==> src/rtl/instr_fetch.sv <==
// instr_fetch: owns the program counter, fetches one word at a time from
// instruction memory (req/gnt/rvalid handshake, one request outstanding at
// most) and buffers the returned words in a small FIFO that feeds decode
// over valid/ready. A redirect flushes the buffer and restarts at a new PC.
module instr_fetch #(
  parameter int                 ADDR_W   = 32,
  parameter logic [ADDR_W-1:0]  RESET_PC = '0,
  parameter int                 DEPTH    = 2
) (
  input  logic              clk,
  input  logic              rst_n,
  output logic              imem_req,
  output logic [ADDR_W-1:0] imem_addr,
  input  logic              imem_gnt,
  input  logic              imem_rvalid,
  input  logic [31:0]       imem_rdata,
  input  logic              redirect_valid,
  input  logic [ADDR_W-1:0] redirect_pc,
  output logic              instr_valid,
  output logic [31:0]       instr_out,
  output logic [ADDR_W-1:0] instr_pc,
  input  logic              instr_ready
);

  localparam int PTR_W = (DEPTH > 1) ? $clog2(DEPTH) : 1;
  localparam int CNT_W = PTR_W + 1;

  // DROP: a request is in flight whose response must be thrown away
  typedef enum logic [1:0] {
    S_FETCH = 2'd0,
    S_WAIT  = 2'd1,
    S_DROP  = 2'd2
  } state_t;

  state_t              r_state;
  state_t              w_state_next;
  logic [ADDR_W-1:0]   r_pc;
  logic [ADDR_W-1:0]   r_req_pc;
  logic [CNT_W-1:0]    r_count;
  logic [PTR_W-1:0]    r_wr_ptr;
  logic [PTR_W-1:0]    r_rd_ptr;
  logic [31:0]         r_instr_mem [DEPTH];
  logic [ADDR_W-1:0]   r_pc_mem    [DEPTH];

  logic w_grant;
  logic w_push;
  logic w_pop;

  // A redirect kills both the pending push (stale data) and any pop
  assign w_grant     = imem_req && imem_gnt;
  assign w_push      = (r_state == S_WAIT) && imem_rvalid && !redirect_valid;
  assign w_pop       = instr_valid && instr_ready && !redirect_valid;
  assign instr_valid = (r_count != '0);
  assign instr_out   = r_instr_mem[r_rd_ptr];
  assign instr_pc    = r_pc_mem[r_rd_ptr];

  // State register
  always_ff @(posedge clk) begin
    if (!rst_n) r_state <= S_FETCH;
    else        r_state <= w_state_next;
  end

  // Next-state logic; a redirect turns an in-flight request into a dropped one
  always_comb begin
    w_state_next = r_state;
    case (r_state)
      S_FETCH: if (w_grant) w_state_next = redirect_valid ? S_DROP : S_WAIT;
      S_WAIT: begin
        if (imem_rvalid)         w_state_next = S_FETCH;
        else if (redirect_valid) w_state_next = S_DROP;
      end
      S_DROP:  if (imem_rvalid) w_state_next = S_FETCH;
      default: w_state_next = S_FETCH;
    endcase
  end

  // Request outputs; space is reserved by only requesting when the FIFO has room
  always_comb begin
    imem_req  = (r_state == S_FETCH) && (r_count < CNT_W'(DEPTH));
    imem_addr = r_pc;
  end

  // PC and in-flight request address; redirect wins over the +4 advance
  always_ff @(posedge clk) begin
    if (!rst_n) begin
      r_pc     <= RESET_PC;
      r_req_pc <= '0;
    end else begin
      if (redirect_valid) r_pc <= redirect_pc;
      else if (w_grant)   r_pc <= r_pc + ADDR_W'(4);
      if (w_grant)        r_req_pc <= r_pc;
    end
  end

  // FIFO occupancy and pointers; redirect flushes everything
  always_ff @(posedge clk) begin
    if (!rst_n || redirect_valid) begin
      r_count  <= '0;
      r_wr_ptr <= '0;
      r_rd_ptr <= '0;
    end else begin
      if (w_push) r_wr_ptr <= r_wr_ptr + PTR_W'(1);
      if (w_pop)  r_rd_ptr <= r_rd_ptr + PTR_W'(1);
      if (w_push && !w_pop)      r_count <= r_count + CNT_W'(1);
      else if (!w_push && w_pop) r_count <= r_count - CNT_W'(1);
    end
  end

  // FIFO storage, one register pair per entry, cleared on reset
  genvar gi;
  generate
    for (gi = 0; gi < DEPTH; gi++) begin : g_entry
      // Capture the returned word and its address into the write slot
      always_ff @(posedge clk) begin
        if (!rst_n) begin
          r_instr_mem[gi] <= '0;
          r_pc_mem[gi]    <= '0;
        end else if (w_push && (r_wr_ptr == PTR_W'(gi))) begin
          r_instr_mem[gi] <= imem_rdata;
          r_pc_mem[gi]    <= r_req_pc;
        end
      end
    end
  endgenerate

endmodule

==> config.mk <==
export PLATFORM = sky130hd
export DESIGN_NAME = instr_fetch
export DESIGN_NICKNAME = d
export VERILOG_FILES = /design/src/rtl/instr_fetch.sv
export SDC_FILE = /design/constraint.sdc
export NUM_CORES = 1
export LEC_CHECK = 0
export CAP_MARGIN = 5
export CORE_MARGIN = 3
export CORE_UTILIZATION = 30
export DETAILED_ROUTE_END_ITERATION = 6
export GPL_ROUTABILITY_DRIVEN = 0
export SLEW_MARGIN = 20
export SYNTH_ARGS = -nofsm -noshare
export SYNTH_HDL_FRONTEND = slang
export SYNTH_SLANG_ARGS = --single-unit
==> constraint.sdc <==
create_clock -name clk -period 8.2 [get_ports clk]
set_clock_uncertainty 0.1 [all_clocks]
set_input_delay 1.23 -clock clk [delete_from_list [all_inputs] [get_ports clk]]
set_output_delay 1.23 -clock clk [all_outputs]
set_load 0.005 [all_outputs]
==> impl_metrics.yaml <==
status:
  status: "completed"
timing:
  hold_viol: 0
  max-slew-margin-rel: 0.377
  worst_pin_slew_ns: 0.935
  finalCritPeriodShare: 0.450
  rsz0062_at_grt: "false"
  min_period_ns: 3.69
  setup_viol: 0
  fin_tns_setup_ns: 0
  maxSlewViolCount: 0
  fmax_mhz: 271
cells_and_area:
  drive_gt1_frac: 0.132
  fill_cells: 2717
  area_growth_pct: 30.3
  diodes: 0
  post-route-util: 0.403
  nets: 944
cts:
  cts_hold_buf: 0
  clk_pin_slew_worst_paths_ns: 0.07
  cts_max_level: 4
  clk_latency_ns: 0.43
  post_cts_buffers: 0
  cts_tree: "yes"
  cts.sinks: 199
  cts-root-to-sink-buffers: 2
  cts_resized: 0
  cts_buffers: 17
  cts-root-buf: "clkbuf_16"
route:
  wirelength_microns: 20800
  initialDrtViolationCount: 312
  first_pass_iters: 4
  drtAntennaViolNets: 0
  drc_errors: 0
  drt-vias-per-instance: 4.52
  vias: 5714
  routedWlPerCell_microns: 16.4
job:
  drv_cap: 0
synth:
  async_reset_ff_frac: 0
  synthCells: 725
  syn_avg_cell_area_sq_um: 12.0
  ys_types: 42
  ys_ff_latch: 199
  synth_top_area_share: 0.442
  yosysWarnings: 0
  ys.flop_type: "edfxtp_1"
  syn-cell-area_sq_um: 8700
  syn-num-nets: 797
  synth_top_cell_by_area: "edfxtp_1"
  synth_area_leaders: "edfxtp_1, dfxtp_1, and2_1"
  yosysSeqAreaShare: 0.605
  synth_edf_count: 128
die:
  die_h_microns: 176
  core_sq_um: 28200
  num_rows: 61
  die_area_sq_um: 31100
  ioPinCount: 168
  start_util: 0.309
  die_x_microns: 176
pwr:
  p_per_area_nw_per_um2: 192
  vdd_ir_drop_max_mv: 0.113
  p_leak_nw: 4.00
  power_mw: 2.18
global_route:
  grt_max_degree: 71
  grt_pass1_vias: 5693
  antenna_found_initial: 0
  grt_pass1_wl_microns: 32900
  track_usage: 0.135
  grt_overflow_total: 0
hold_path:
  min_path_type: "reg2reg"
  hold_depth: 2
placement:
  place_hpwl_microns: 13000
  place.port_buffers: 167
worst_setup_path:
  arrival_ns: 2.36
  start_kind: "register"
  cp_max_fo: 64
  worstPathRequired_ns: 6.87
  reg2reg_depth: 4
  cp-end-kind: "primary output"
  path_class: "reg2out"
==> cell families after synthesis <==
kind of cell | share of synthesized area
compound gates | 0.0669
simple gates | 0.185
mux | 0.0851
xor+xnor | 0.0322
fa+ha+maj | 0.00288
buf+inv | 0.0229
flops | 0.605
==> registers in the layout, summed over array words and instances, names as in the netlist, named ones only <==
signal and count:
imem_addr 32, r_count 2, r_instr_mem 64, r_pc_mem 64, r_rd_ptr 1, r_req_pc 32
r_state 2, r_wr_ptr 1
==> through the flow <==
step                      std cells  cell area [sq um]  setup WS (ns)  hold slack [ns]
after floorplan                 725               8700           1.19            0.347
after global placement         1231              10700           4.43            0.359
after detailed placement       1231              10700           4.40            0.363
after CTS                      1263              11300           4.46            0.373
after global routing           1263              11300           4.42            0.398
final                          1263              11300           4.51            0.370
==> metal layers <==
metal / part of all wire / vias to the layer above / global-route usage
li1: - / 2826 / -
met1: 0.50 / 2722 / 0.197
met2: 0.44 / 154 / 0.203
met3: 0.050 / 12 / 0.0340
met4: 0.0086 / 0 / 0.0307
met5: 0 / - / 0
==> worst paths after layout <==
check	from	endpoint	slack, ns
setup / recovery	register	instr_pc[18]	4.51
hold / removal	r_req_pc[1]	r_req_pc[1]	0.37
setup reg to reg	r_state[1]	r_instr_mem[0][0]	5.81
hold reg to reg	r_req_pc[1]	r_req_pc[1]	0.37
==> cells in the mapped netlist (10+ instances only) <==
cell / count
nor2_1: 10
nand4_1: 15
dfxtp_1: 71
edfxtp_1: 128
a21boi_0: 32
nand3_1: 11
xor2_1: 21
nand2_1: 84
o21ai_0: 28
clkbuf_1: 37
xnor2_1: 11
mux2_2: 64
and2_1: 132
a21oi_1: 25
==> worst max-delay path, cell delays in order (launching register included) <==
cell             delay [ns]
dfxtp_4                0.95
mux2_2                 0.42
clkdlybuf4s50_1        0.51
==> cell type report <==
type                            instances  area, sq um  share of cell area
Timing Repair Buffer                  173         1710               0.151
Inverter                                3         11.3            0.000993
Clock inverter                         15          175              0.0154
Multi-Input combinational cell        478         3270               0.289
Sequential cell                       199         5270               0.465
Clock buffer                           17          425              0.0375
Tap cell                              378          473              0.0417
==> power by group <==
group          internal (mW)  switching [mW]  leakage (nW)
Clock                  0.481           0.382         0.273
Sequential              1.10          0.0322          1.91
Combinational          0.102          0.0794          1.82
==> cells in the final DEF (no fill, tap or decap), types with 3 or more instances in the layout <==
master             n
xnor2_1           11
and3_1             5
edfxtp_1         128
nand3_1           11
nor2b_1            4
clkinvlp_4         5
dfxtp_1           70
nand4_1           15
o21ai_0           27
and4_1             6
nor2_1            10
nand2_1           83
mux2_2            64
and2_1           132
a21oi_1           25
a21boi_0          32
clkbuf_16         17
buf_4              6
nor3_1             6
xor2_1            21
clkdlybuf4s50_1  166
bufinv_16          3
Power figures use the tool's default switching activity.
